File: config.mk
export PLATFORM = sky130hd
export DESIGN_NAME = pwm_duty_ramp
export DESIGN_NICKNAME = d
export VERILOG_FILES = /design/src/rtl/pwm_duty_ramp.sv
export SDC_FILE = /design/constraint.sdc
export NUM_CORES = 1
export LEC_CHECK = 0
export CAP_MARGIN = 20
export CORE_MARGIN = 1
export CORE_UTILIZATION = 50
export DETAILED_ROUTE_END_ITERATION = 12
export GPL_TIMING_DRIVEN = 0
export HOLD_SLACK_MARGIN = 0.1
export PLACE_DENSITY = 0.74
export SETUP_SLACK_MARGIN = 0.02
export SLEW_MARGIN = 20
export SYNTH_ARGS = -nofsm -noshare
export SYNTH_HDL_FRONTEND = slang
export SYNTH_SLANG_ARGS = --single-unit
File: constraint.sdc
create_clock -name clk -period 4.6 [get_ports clk]
set_clock_uncertainty 0.15 [all_clocks]
set_input_delay 0.46 -clock clk [delete_from_list [all_inputs] [get_ports clk]]
set_output_delay 0.46 -clock clk [all_outputs]
set_load 0.02 [all_outputs]
File: src/rtl/pwm_duty_ramp.sv
// ---------------------------------------------------------------------------
// pwm_duty_ramp
//
// Upstream stage of the PWM generator. Accepts a target duty over a
// valid/ready handshake and slews the applied duty toward it by one step per
// PWM period. Duty updates happen only on period boundaries, so the
// downstream generator never sees a change in the middle of a period. This
// gives soft-start / soft-stop behaviour for motor and LED loads.
//
// Parameters
//   N       duty width; must match the downstream generator (period 2**N-1)
//   STEP_W  width of the step-size input
//
// Ports
//   clk           system clock, rising edge
//   reset         synchronous, active-low reset (0 = reset)
//   target_duty   requested duty value
//   target_valid  target_duty is valid
//   target_ready  block accepts a new target (combinational)
//   step          duty increment per period; 0 is treated as 1
//   duty_cycle    applied duty, registered
//   period_tick   1-cycle pulse on the last cycle of each period (combinational)
//   ramp_busy     high while duty_cycle differs from the latched target
//   ramp_done     1-cycle pulse when duty_cycle first equals the target
//
// Optional feature (macro PWM_DUTY_RAMP_RETARGET_EN):
//   When defined, a new target may also be accepted while ramping; the
//   direction is re-evaluated from the current duty, and a transfer on a
//   tick edge steps toward the new target on that same edge.
// ---------------------------------------------------------------------------
module pwm_duty_ramp #(
    parameter int N      = 8,
    parameter int STEP_W = 4
) (
    input  logic              clk,
    input  logic              reset,
    input  logic [N-1:0]      target_duty,
    input  logic              target_valid,
    output logic              target_ready,
    input  logic [STEP_W-1:0] step,
    output logic [N-1:0]      duty_cycle,
    output logic              period_tick,
    output logic              ramp_busy,
    output logic              ramp_done
);

    // Arithmetic width: one bit wider than both operands so that the
    // up-step sum and the down-step comparison never wrap.
    localparam int AW = (STEP_W > N) ? STEP_W + 1 : N + 1;

    // Last count of the period: 2**N-2.
    localparam logic [N-1:0] CNT_LAST = {{(N-1){1'b1}}, 1'b0};

    typedef enum logic {
        IDLE = 1'b0,
        RAMP = 1'b1
    } state_t;

    state_t         state_reg,  state_next;
    logic [N-1:0]   count_reg,  count_next;
    logic [N-1:0]   duty_reg,   duty_next;
    logic [N-1:0]   target_reg, target_next;
    logic           busy_reg,   busy_next;
    logic           done_reg,   done_next;
    // Holds target_ready low for the first cycle after reset release.
    logic           alive_reg;

    logic           xfer;
    logic [N-1:0]   eff_target;
    logic [AW-1:0]  s_ext;
    logic [AW-1:0]  duty_ext;
    logic [AW-1:0]  tgt_ext;
    logic [AW-1:0]  up_sum;
    logic [AW-1:0]  dn_diff;
    logic [N-1:0]   stepped;

    // ---------------- period counter (free running) ----------------
    assign period_tick = (count_reg == CNT_LAST);
    assign count_next  = period_tick ? '0 : count_reg + 1'b1;

    // ---------------- handshake ----------------
`ifdef PWM_DUTY_RAMP_RETARGET_EN
    assign target_ready = alive_reg;
`else
    assign target_ready = alive_reg && (state_reg == IDLE);
`endif
    assign xfer = target_valid && target_ready;

    // A target arriving on this edge takes effect for this edge's step.
    assign eff_target = xfer ? target_duty : target_reg;

    // ---------------- step arithmetic ----------------
    assign s_ext    = (step == '0) ? AW'(1) : AW'(step);
    assign duty_ext = AW'(duty_reg);
    assign tgt_ext  = AW'(eff_target);
    assign up_sum   = duty_ext + s_ext;
    assign dn_diff  = duty_ext - s_ext;

    always_comb begin
        stepped = duty_reg;
        if (duty_reg < eff_target) begin
            stepped = (up_sum >= tgt_ext) ? eff_target : up_sum[N-1:0];
        end else if (duty_reg > eff_target) begin
            // Compare against target+s rather than subtracting first, so the
            // result can never underflow below zero.
            stepped = (duty_ext <= tgt_ext + s_ext) ? eff_target : dn_diff[N-1:0];
        end
    end

    // ---------------- next-state logic ----------------
    always_comb begin
        state_next  = state_reg;
        duty_next   = duty_reg;
        target_next = xfer ? target_duty : target_reg;
        done_next   = 1'b0;

        case (state_reg)
            IDLE: begin
                if (xfer) begin
                    if (target_duty == duty_reg) begin
                        done_next = 1'b1;       // zero-length ramp
                    end else begin
                        state_next = RAMP;
                    end
                end
            end
            RAMP: begin
                if (xfer && (target_duty == duty_reg)) begin
                    // Only reachable with retargeting: new target already met.
                    state_next = IDLE;
                    done_next  = 1'b1;
                end else if (period_tick) begin
                    duty_next = stepped;
                    if (stepped == eff_target) begin
                        state_next = IDLE;
                        done_next  = 1'b1;
                    end
                end
            end
            default: state_next = IDLE;
        endcase

        busy_next = (state_next == RAMP);
    end

    // ---------------- registers ----------------
    always_ff @(posedge clk) begin
        if (!reset) begin
            state_reg  <= IDLE;
            count_reg  <= '0;
            duty_reg   <= '0;
            target_reg <= '0;
            busy_reg   <= 1'b0;
            done_reg   <= 1'b0;
            alive_reg  <= 1'b0;
        end else begin
            state_reg  <= state_next;
            count_reg  <= count_next;
            duty_reg   <= duty_next;
            target_reg <= target_next;
            busy_reg   <= busy_next;
            done_reg   <= done_next;
            alive_reg  <= 1'b1;
        end
    end

    assign duty_cycle = duty_reg;
    assign ramp_busy  = busy_reg;
    assign ramp_done  = done_reg;

endmodule

==> impl_metrics.ini, run 1 <==
[run_status]
run_status = complete, but fails checks
violations = negative setup slack

[critical_path]
worstSetupEndpointType = flop
cpMostUsedCell = a211oi_2
cp.arrival_ns = 5.12
r2r_cells = 22
cpPeakStageDelay_ns = 0.55
critPathMaxFanout = 5
crit_type = in2reg
crit_buf_inv = 2
timing.rr.end = ramp_busy
crit_chain = clkdlybuf4s50_1 -> inv_1 -> a31o_4 -> ha_4 -> fa_2 -> nand3b_1 -> a21oi_2 -> o31ai_1 -> nand2b_1 -> nand2_1 -> xnor2_1 -> ha_1 -> a211oi_2 -> o211ai_1 -> a31oi_2 -> a2111o_1 -> a211oi_4 -> or4_4 -> a211oi_2 -> nand4_1 -> a31o_1
slowest_stage = or4_4
rrSetupSlack_ns = -0.49
crit_family = compound AO/OA/AOI/OAI gates
reg2reg_from = ramp_busy
required_ns = 4.63
startpoint_type = input port

[synthesis]
syn_area_um2 = 3280
avgSynthCellArea_um2 = 8.07
synth_common_cells = ha_1 (37), nor2_1 (34), a21oi_1 (31)
yosysWarnings = 0
synthCells = 406
synth_top_area_share_pct = 16.5
synth.distinct_cells = 76
synth_fp_nets = 461
synth_edf_count = 0
yosysMostFrequentCell = ha_1
synthFlopType = dfxtp_1
yosysTopAreaCell = dfxtp_1
synth-async-reset-ratio_pct = 0
ys_top_cells_by_area = dfxtp_1 (16%), ha_1 (14%), xor2_1 (5.3%)
ys_seq_area_share_pct = 16.5
ys_ff_latch = 27

[global_routing]
antenna_found_initial = 0
grt_pass1_wl_um = 17000
grt_overflow = 0
grt_max_degree = 17
grt_usage_pct = 31.1
grt_pass1_vias = 3324

[clock_tree]
ctsRootBufferMaster = clkbuf_8
clk_latency_ns = 0.29
clkTransAtPathRegs_ns = 0.10
cts-buffers-inserted = 3
htreeDepth = 1
cts_hold_buf = 0
cts_buffer_depth = 2
cts.sinks = 27
cts_tree = yes

[floorplan]
floorplan.initialDensity_pct = 51.6
dieWidth_um = 83.0
core_um2 = 6350
die_h_um = 83.0
dieArea_um2 = 6880
io_pins = 27
rows = 29

[detailed_routing]
firstDrtPassIters = 6
drcViolationCount = 0
drtAntennaViolNets = 0
wirelength_um = 10500
vias = 3378
routed_via_density = 6.33
drtIter0Drc = 318
wire_per_inst_um = 19.7

[hold_path]
hold_end = count_reg[0]
min_from = count_reg[0]
hold_depth = 1
worst_hold_path_type = reg2reg

[sta]
worst_slew_margin_rel_pct = 30.3
period_needed_ns = 5.09
fin_ws_ns = -0.488
setup_violations = 7
fin_crit_sh_pct = 111
slew_viol_final = 0
rsz0062_at_grt = true
hold_viol_final = 0
tightest_slew_ns = 1.02
max_freq_mhz = 197

[power]
internal_power_mw = 0.470
power_switching_mw = 0.324
p_leak_nw = 1.68
p_per_area_nw_per_um2 = 197
power_frac_comb_pct = 49.9
swShare_pct = 40.8
max-vdd-ir-drop_mv = 0.176
clkPwrFrac_pct = 19.0
seq_power_share_pct = 31.1

[cells_and_area]
area_growth_pct = 22.9
diodes = 0
drive_gt1_share_pct = 17.9
fin_area_um2 = 4030
fillCellCount = 531
finalNetCount = 513

[placed_design]
routabilityCongestion = 0.914
port-buffer-count = 26
dpl.hpwl_um = 7530
dpl-instance-area_um2 = 3690
dp_slack_ns = -1.23

[job]
maxCapViolCount = 0
worst register-to-register path, stage by stage (launching register included):
cell and delay (ns):
dfxtp_4 0.36, buf_6 0.11, and3b_1 0.21, buf_6 0.12, mux2i_4 0.24, inv_2 0.09
fa_2 0.44, nand3b_1 0.12, a21oi_2 0.07, o31ai_1 0.23, nand2b_1 0.13, nand2_1 0.09
xnor2_1 0.07, ha_1 0.37, a211oi_2 0.28, o211ai_1 0.17, a31oi_2 0.27, a2111o_1 0.18
a211oi_4 0.09, or4_4 0.55, a211oi_2 0.20, nand4_1 0.22, a31o_1 0.24
cells in the final DEF, fill, tap and decap left out, types with 4 or more instances in the layout:
cell / instances
nor2_1: 31
a21oi_2: 7
nand2b_1: 5
a21o_1: 6
buf_4: 19
o21ai_0: 11
clkdlybuf4s50_1: 23
nor2b_1: 10
buf_6: 6
clkbuf_1: 11
a211oi_1: 5
nand2_1: 27
inv_1: 15
o211ai_1: 8
ha_1: 36
nand4_1: 6
a21oi_1: 25
xnor2_1: 15
nor3_1: 6
mux2i_4: 4
o21a_1: 4
and2_1: 5
mux2i_1: 6
nand3_1: 13
nand3b_1: 5
o31ai_1: 4
xor2_1: 20
dfxtp_1: 25
or3_1: 4
repair_timing:
action                     4_1_cts  5_1_grt
setup endpoints to repair       10       10
buffers inserted                18        6
gates resized for setup         27       15
pin swaps                       22       26
layer usage:
metal / global-route usage (%) / share of wire (%) / vias to the layer above
met1: 39.9 / 42 / 1579
met3: 4.27 / 7.2 / 26
met5: 0 / 0 / -
li1: - / - / 1601
met4: 13.8 / 3.5 / 0
met2: 51.9 / 47 / 172
kinds of logic after synthesis:
logic type | share of synthesized area (%)
mux | 4.54
simple gates | 21.6
xor+xnor | 10.0
flops | 16.5
compound gates | 26.5
fa+ha+maj | 16.0
buf+inv | 4.93
final cells by class:
cell class / instances / area [um2] / area share (%)
Tap cell: 77 / 96.3 / 2.39
Multi-Input combinational cell: 341 / 2740 / 67.9
Clock inverter: 1 / 7.51 / 0.186
Sequential cell: 27 / 546 / 13.5
Buffer: 17 / 82.6 / 2.05
Timing Repair Buffer: 49 / 447 / 11.1
Clock buffer: 3 / 41.3 / 1.02
Inverter: 19 / 73.8 / 1.83
worst max path at each step:
stage | depth (start not counted) | startpoint | slack [ns] | to
final | 21 | step[3] | -0.49 | ramp_busy
after global routing | 22 | ramp_busy | -0.69 | ramp_busy
after CTS | 22 | ramp_busy | -0.40 | ramp_busy
after detailed placement | 23 | target_valid | -1.23 | ramp_busy
after global placement | 23 | target_valid | -1.19 | ramp_busy
after floorplan | 22 | ramp_busy | -0.03 | ramp_busy
power by group through the flow:
stage          registers [mW]  clock network, mW  logic [mW]
2_1_floorplan           0.253                  0       0.245
3_3_place_gp            0.253                  0       0.325
3_5_place_dp            0.254                  0       0.332
4_1_cts                 0.247              0.150       0.371
5_1_grt                 0.248              0.160       0.430
6_report                0.247              0.151       0.396
per-stage QoR:
step | total power, mW | cells | util, % | hold slack [ns] | TNS [ns]
after floorplan | 0.498 | 406 | - | 0.280 | -0.0335
after global placement | 0.579 | 509 | 58.1 | 0.293 | -8.05
after detailed placement | 0.586 | 509 | 58.1 | 0.301 | -8.43
after CTS | 0.768 | 531 | 62.3 | 0.325 | -0.915
after global routing | 0.838 | 534 | 63.4 | 0.366 | -3.49
final | 0.795 | 534 | 63.4 | 0.323 | -1.78
(Power assumes the default switching activity.)
==> inputs of run 2 (changes only) <==
Settings changed: ABC_AREA set to 0.
Clock period 4.6 ns to 4.3 ns, I/O delays scaled along.
==> impl_metrics.ini, run 2 (same netlist as run 1, synthesis figures left out) <==
[sta]
tns_ns = -2.94
fin_crit_sh_pct = 116
fin_ws_ns = -0.668
slew_viol_final = 0
hold_viol_final = 0
period_needed_ns = 4.97
tightest_slew_ns = 1.07
hold_ws_ns = 0.335
rsz0062_at_grt = true
max_freq_mhz = 201
setup_violations = 9
worst_slew_margin_rel_pct = 26.6

[power]
power_frac_comb_pct = 49.8
swShare_pct = 40.6
internal_power_mw = 0.505
p_leak_nw = 1.69
max-vdd-ir-drop_mv = 0.177
clkPwrFrac_pct = 19.0
seq_power_share_pct = 31.2
p_per_area_nw_per_um2 = 211
power_switching_mw = 0.345

[cells_and_area]
layout_commonest_cell = ha_1
most-common-layout-cells = ha_1 (36), nor2_1 (30), nand2_1 (27)
drive_gt1_share_pct = 18.6
area_growth_pct = 22.9
seq_area_um2 = 546
diodes = 0
finalNetCount = 514
multi_input_area_um2 = 2720
fillCellCount = 559

[clock_tree]
clkTransAtPathRegs_ns = 0.11
cts_tree = yes
cts_buffer_depth = 2
cts.sinks = 27
clk_latency_ns = 0.29
cts_hold_buf = 0
htreeDepth = 1
ctsRootBufferMaster = clkbuf_8
cts-buffers-inserted = 3

[floorplan]
dieArea_um2 = 6880
dieWidth_um = 83.0
rows = 29
core_um2 = 6350
floorplan.initialDensity_pct = 51.6
die_h_um = 83.0
io_pins = 27

[detailed_routing]
drtAntennaViolNets = 0
routed_via_density = 6.39
wirelength_um = 10700
drcViolationCount = 0
vias = 3416
drtIter0Drc = 361
firstDrtPassIters = 5
wire_per_inst_um = 19.9

[critical_path]
critPathMaxFanout = 5
rrSetupSlack_ns = -0.67
worstSetupEndpointType = flop
cp.arrival_ns = 5.01
required_ns = 4.34
crit_type = reg2reg
startpoint_type = flop

[global_routing]
antenna_found_initial = 0
grt_pass1_wl_um = 16900
grt_overflow = 0
grt_usage_pct = 31.0
grt_pass1_vias = 3417
grt_max_degree = 17

[hold_path]
worst_hold_path_type = reg2reg

[run_status]
run_status = complete, but fails checks
violations = negative setup slack

[placed_design]
dpl.hpwl_um = 7630
port-buffer-count = 26
routabilityCongestion = 0.924

[job]
maxCapViolCount = 0
-- run 2: changes by cell type in the layout (fill, tap and decap cells not counted), moves of 2 or more --
cell and change:
inv_4 +2, a211oi_2 +2, a211oi_4 -2, nor2_2 +2
-- run 2: path summary, 6_finish.rpt --
| check | end | start | cells past startpoint |
|---|---|---|---|
| hold / removal | count_reg[0] | count_reg[0] | 1 |
| hold reg to reg | count_reg[0] | count_reg[0] | 1 |
| setup / recovery | ramp_busy | ramp_busy | 21 |
| setup reg to reg | ramp_busy | ramp_busy | 21 |
-- run 2: layout make-up --
class                           instances  area share, %
Clock inverter                          1          0.155
Timing Repair Buffer                   49           10.9
Multi-Input combinational cell        341           67.5
Buffer                                 18           2.61
Clock buffer                            3           1.02
Tap cell                               77           2.39
Inverter                               19           1.89
Sequential cell                        27           13.5
-- run 2: layer usage --
metal  vias up  wire (um)  share of wire [%]  track usage, %
met2       184       5030                 47            53.0
met4         0        600                5.6            17.9
li1       1601          -                  -               -
met1      1573       4210                 39            36.1
met5         -          0                  0               0
met3        58        831                7.8            5.57
-- run 2: metrics by stage --
stage               cells  worst slack, ns  cell area (um2)  utilization, %  power, mW
floorplan             406           -0.333             3330               -      0.532
CTS                   532           -0.658             3960            62.3      0.827
detailed placement    509            -1.57             3690            58.1      0.627
global placement      509            -1.58             3690            58.1      0.621
finish                535           -0.668             4030            63.4      0.850
global route          535           -0.874             4030            63.4      0.891
-- run 2: power groups by stage --
stage	clock (mW)	sequential [mW]	combinational, mW
after global placement	0	0.271	0.349
after CTS	0.164	0.265	0.398
after floorplan	0	0.270	0.262
final	0.162	0.265	0.423
after global routing	0.173	0.266	0.452
after detailed placement	0	0.272	0.355
-- run 2: repair_timing --
action	4_1_cts	5_1_grt
setup buffers	19	5
pin swaps	16	13
setup endpoints to repair	10	10
resized for setup	27	13
hold endpoints to repair	0	0
-- run 2: worst max-delay path, stage by stage, from the launching register on --
cell      delay [ns]
dfxtp_4         0.37
nand3b_4        0.15
buf_12          0.11
mux2i_4         0.30
inv_4           0.07
ha_4            0.17
fa_2            0.40
nand3b_1        0.14
a21oi_2         0.07
o31ai_1         0.24
nand2b_1        0.12
xor2_1          0.16
ha_1            0.36
nand4_1         0.12
o32ai_1         0.30
a21o_1          0.18
a2111o_1        0.14
a211oi_2        0.10
or4_4           0.54
a211oi_2        0.20
nand4_1         0.23
a31o_1          0.24
==> inputs of run 3 (changes only) <==
Settings changed: SLEW_MARGIN 20 to 30.
==> impl_metrics.ini, run 3 (same netlist as run 1, synthesis figures left out) <==
[power]
max-vdd-ir-drop_mv = 0.179
clkPwrFrac_pct = 19.2
seq_power_share_pct = 31.2
power_frac_comb_pct = 49.6
internal_power_mw = 0.504
p_leak_nw = 1.68
power_switching_mw = 0.345
power_mw = 0.850
swShare_pct = 40.6
p_per_area_nw_per_um2 = 211

[sta]
fin_ws_ns = -0.643
fin_crit_sh_pct = 115
worst_slew_margin_rel_pct = 47.0
max_freq_mhz = 202
hold_viol_final = 0
setup_violations = 9
rsz0062_at_grt = true
slew_viol_final = 0
period_needed_ns = 4.94
tightest_slew_ns = 0.773

[run_status]
violations = negative setup slack
run_status = complete, but fails checks

[clock_tree]
clkTransAtPathRegs_ns = 0.11
ctsRootBufferMaster = clkbuf_8
cts_tree = yes
cts.sinks = 27
htreeDepth = 1
cts_buffer_depth = 2
clk_latency_ns = 0.29
cts-buffers-inserted = 3
cts_hold_buf = 0

[critical_path]
r2r_cells = 22
timing.rr.end = ramp_busy
worstSetupEndpointType = flop
required_ns = 4.34
critPathMaxFanout = 7
reg2reg_from = ramp_busy
crit_type = in2reg
startpoint_type = input port
cp.arrival_ns = 4.98
rrSetupSlack_ns = -0.61

[hold_path]
worst_hold_path_type = reg2reg
min_from = count_reg[0]
hold_end = count_reg[0]
hold_depth = 1

[detailed_routing]
wire_per_inst_um = 19.8
vias = 3421
firstDrtPassIters = 5
drtAntennaViolNets = 0
wirelength_um = 10600
routed_via_density = 6.41
drcViolationCount = 0
drtIter0Drc = 334

[cells_and_area]
most-common-layout-cells = ha_1 (36), nor2_1 (30), nand2_1 (27)
finalNetCount = 513
diodes = 0
final_cell_count_no_fill = 534
area_growth_pct = 22.7
layout_commonest_cell = ha_1
fillCellCount = 560
drive_gt1_share_pct = 19.0

[floorplan]
dieWidth_um = 83.0
die_h_um = 83.0
core_um2 = 6350
dieArea_um2 = 6880
floorplan.initialDensity_pct = 51.6
rows = 29
io_pins = 27

[global_routing]
grt_pass1_wl_um = 16900
grt_max_degree = 17
grt_usage_pct = 31.0
grt_overflow = 0
grt_pass1_vias = 3417
antenna_found_initial = 0

[placed_design]
dpl.hpwl_um = 7630
routabilityCongestion = 0.924
post-place-cells = 509
port-buffer-count = 26

[job]
maxCapViolCount = 0
==> run 3: critical path: stages <==
cell,delay (ns)
clkdlybuf4s50_1,0.49
and4b_4,0.28
a21oi_4,0.29
inv_2,0.15
ha_1,0.32
a21oi_1,0.22
inv_1,0.07
a21oi_1,0.20
nor2_1,0.07
xor2_1,0.17
ha_1,0.20
a211oi_2,0.25
o211ai_1,0.13
a31oi_2,0.26
a211oi_2,0.12
a311oi_1,0.45
o211ai_1,0.20
a211oi_2,0.22
nand4_1,0.22
a31o_1,0.23
==> run 3: how the worst max path moves through the flow <==
stage,cells past startpoint,slack (ns),endpoint,from
after detailed placement,22,-1.57,ramp_busy,target_valid
after global placement,22,-1.58,ramp_busy,target_valid
after floorplan,22,-0.33,ramp_busy,ramp_busy
after CTS,22,-0.66,ramp_busy,ramp_busy
final,20,-0.64,ramp_busy,target_duty[2]
after global routing,22,-0.84,ramp_busy,ramp_busy
==> run 3: final cells by class <==
class / count / area [um2] / share of cell area (%)
plain buffers: 17 / 85.1 / 2.12
clock buffers: 3 / 41.3 / 1.03
clock inverters: 1 / 6.26 / 0.156
inverters: 19 / 76.3 / 1.90
multi-input cells: 341 / 2730 / 67.9
flip-flops and latches: 27 / 546 / 13.6
well taps: 77 / 96.3 / 2.40
repair buffers: 49 / 438 / 10.9
==> run 3: repair_timing <==
action                                 4_1_cts  5_1_grt
pin swaps                                   16       12
buffers inserted                            19        5
endpoints found under the hold margin        0        0
setup endpoints to repair                   10       10
gates resized for setup                     27       14
==> run 3: power by group through the flow <==
stage	Clock, mW	Sequential [mW]	Combinational, mW
2_1_floorplan	0	0.270	0.262
3_3_place_gp	0	0.271	0.349
3_5_place_dp	0	0.272	0.355
4_1_cts	0.164	0.265	0.398
5_1_grt	0.173	0.266	0.452
6_report	0.163	0.265	0.421
==> run 3: stage by stage <==
stage / hold slack, ns / cell area [um2] / util [%] / setup slack, ns / setup TNS [ns]
floorplan: 0.280 / 3330 / - / -0.333 / -0.668
detailed placement: 0.317 / 3690 / 58.1 / -1.57 / -12.10
global route: 0.367 / 4020 / 63.3 / -0.836 / -4.54
global placement: 0.299 / 3690 / 58.1 / -1.58 / -11.79
CTS: 0.343 / 3960 / 62.3 / -0.658 / -2.46
finish: 0.336 / 4020 / 63.3 / -0.643 / -2.71
==> run 3: per-layer routing <==
| layer | vias up | track usage [%] | routed length [um] |
|---|---|---|---|
| met5 | - | 0 | 0 |
| met4 | 0 | 17.9 | 657 |
| met3 | 59 | 5.57 | 791 |
| met2 | 179 | 53.0 | 4890 |
| met1 | 1579 | 36.1 | 4260 |
| li1 | 1604 | - | - |
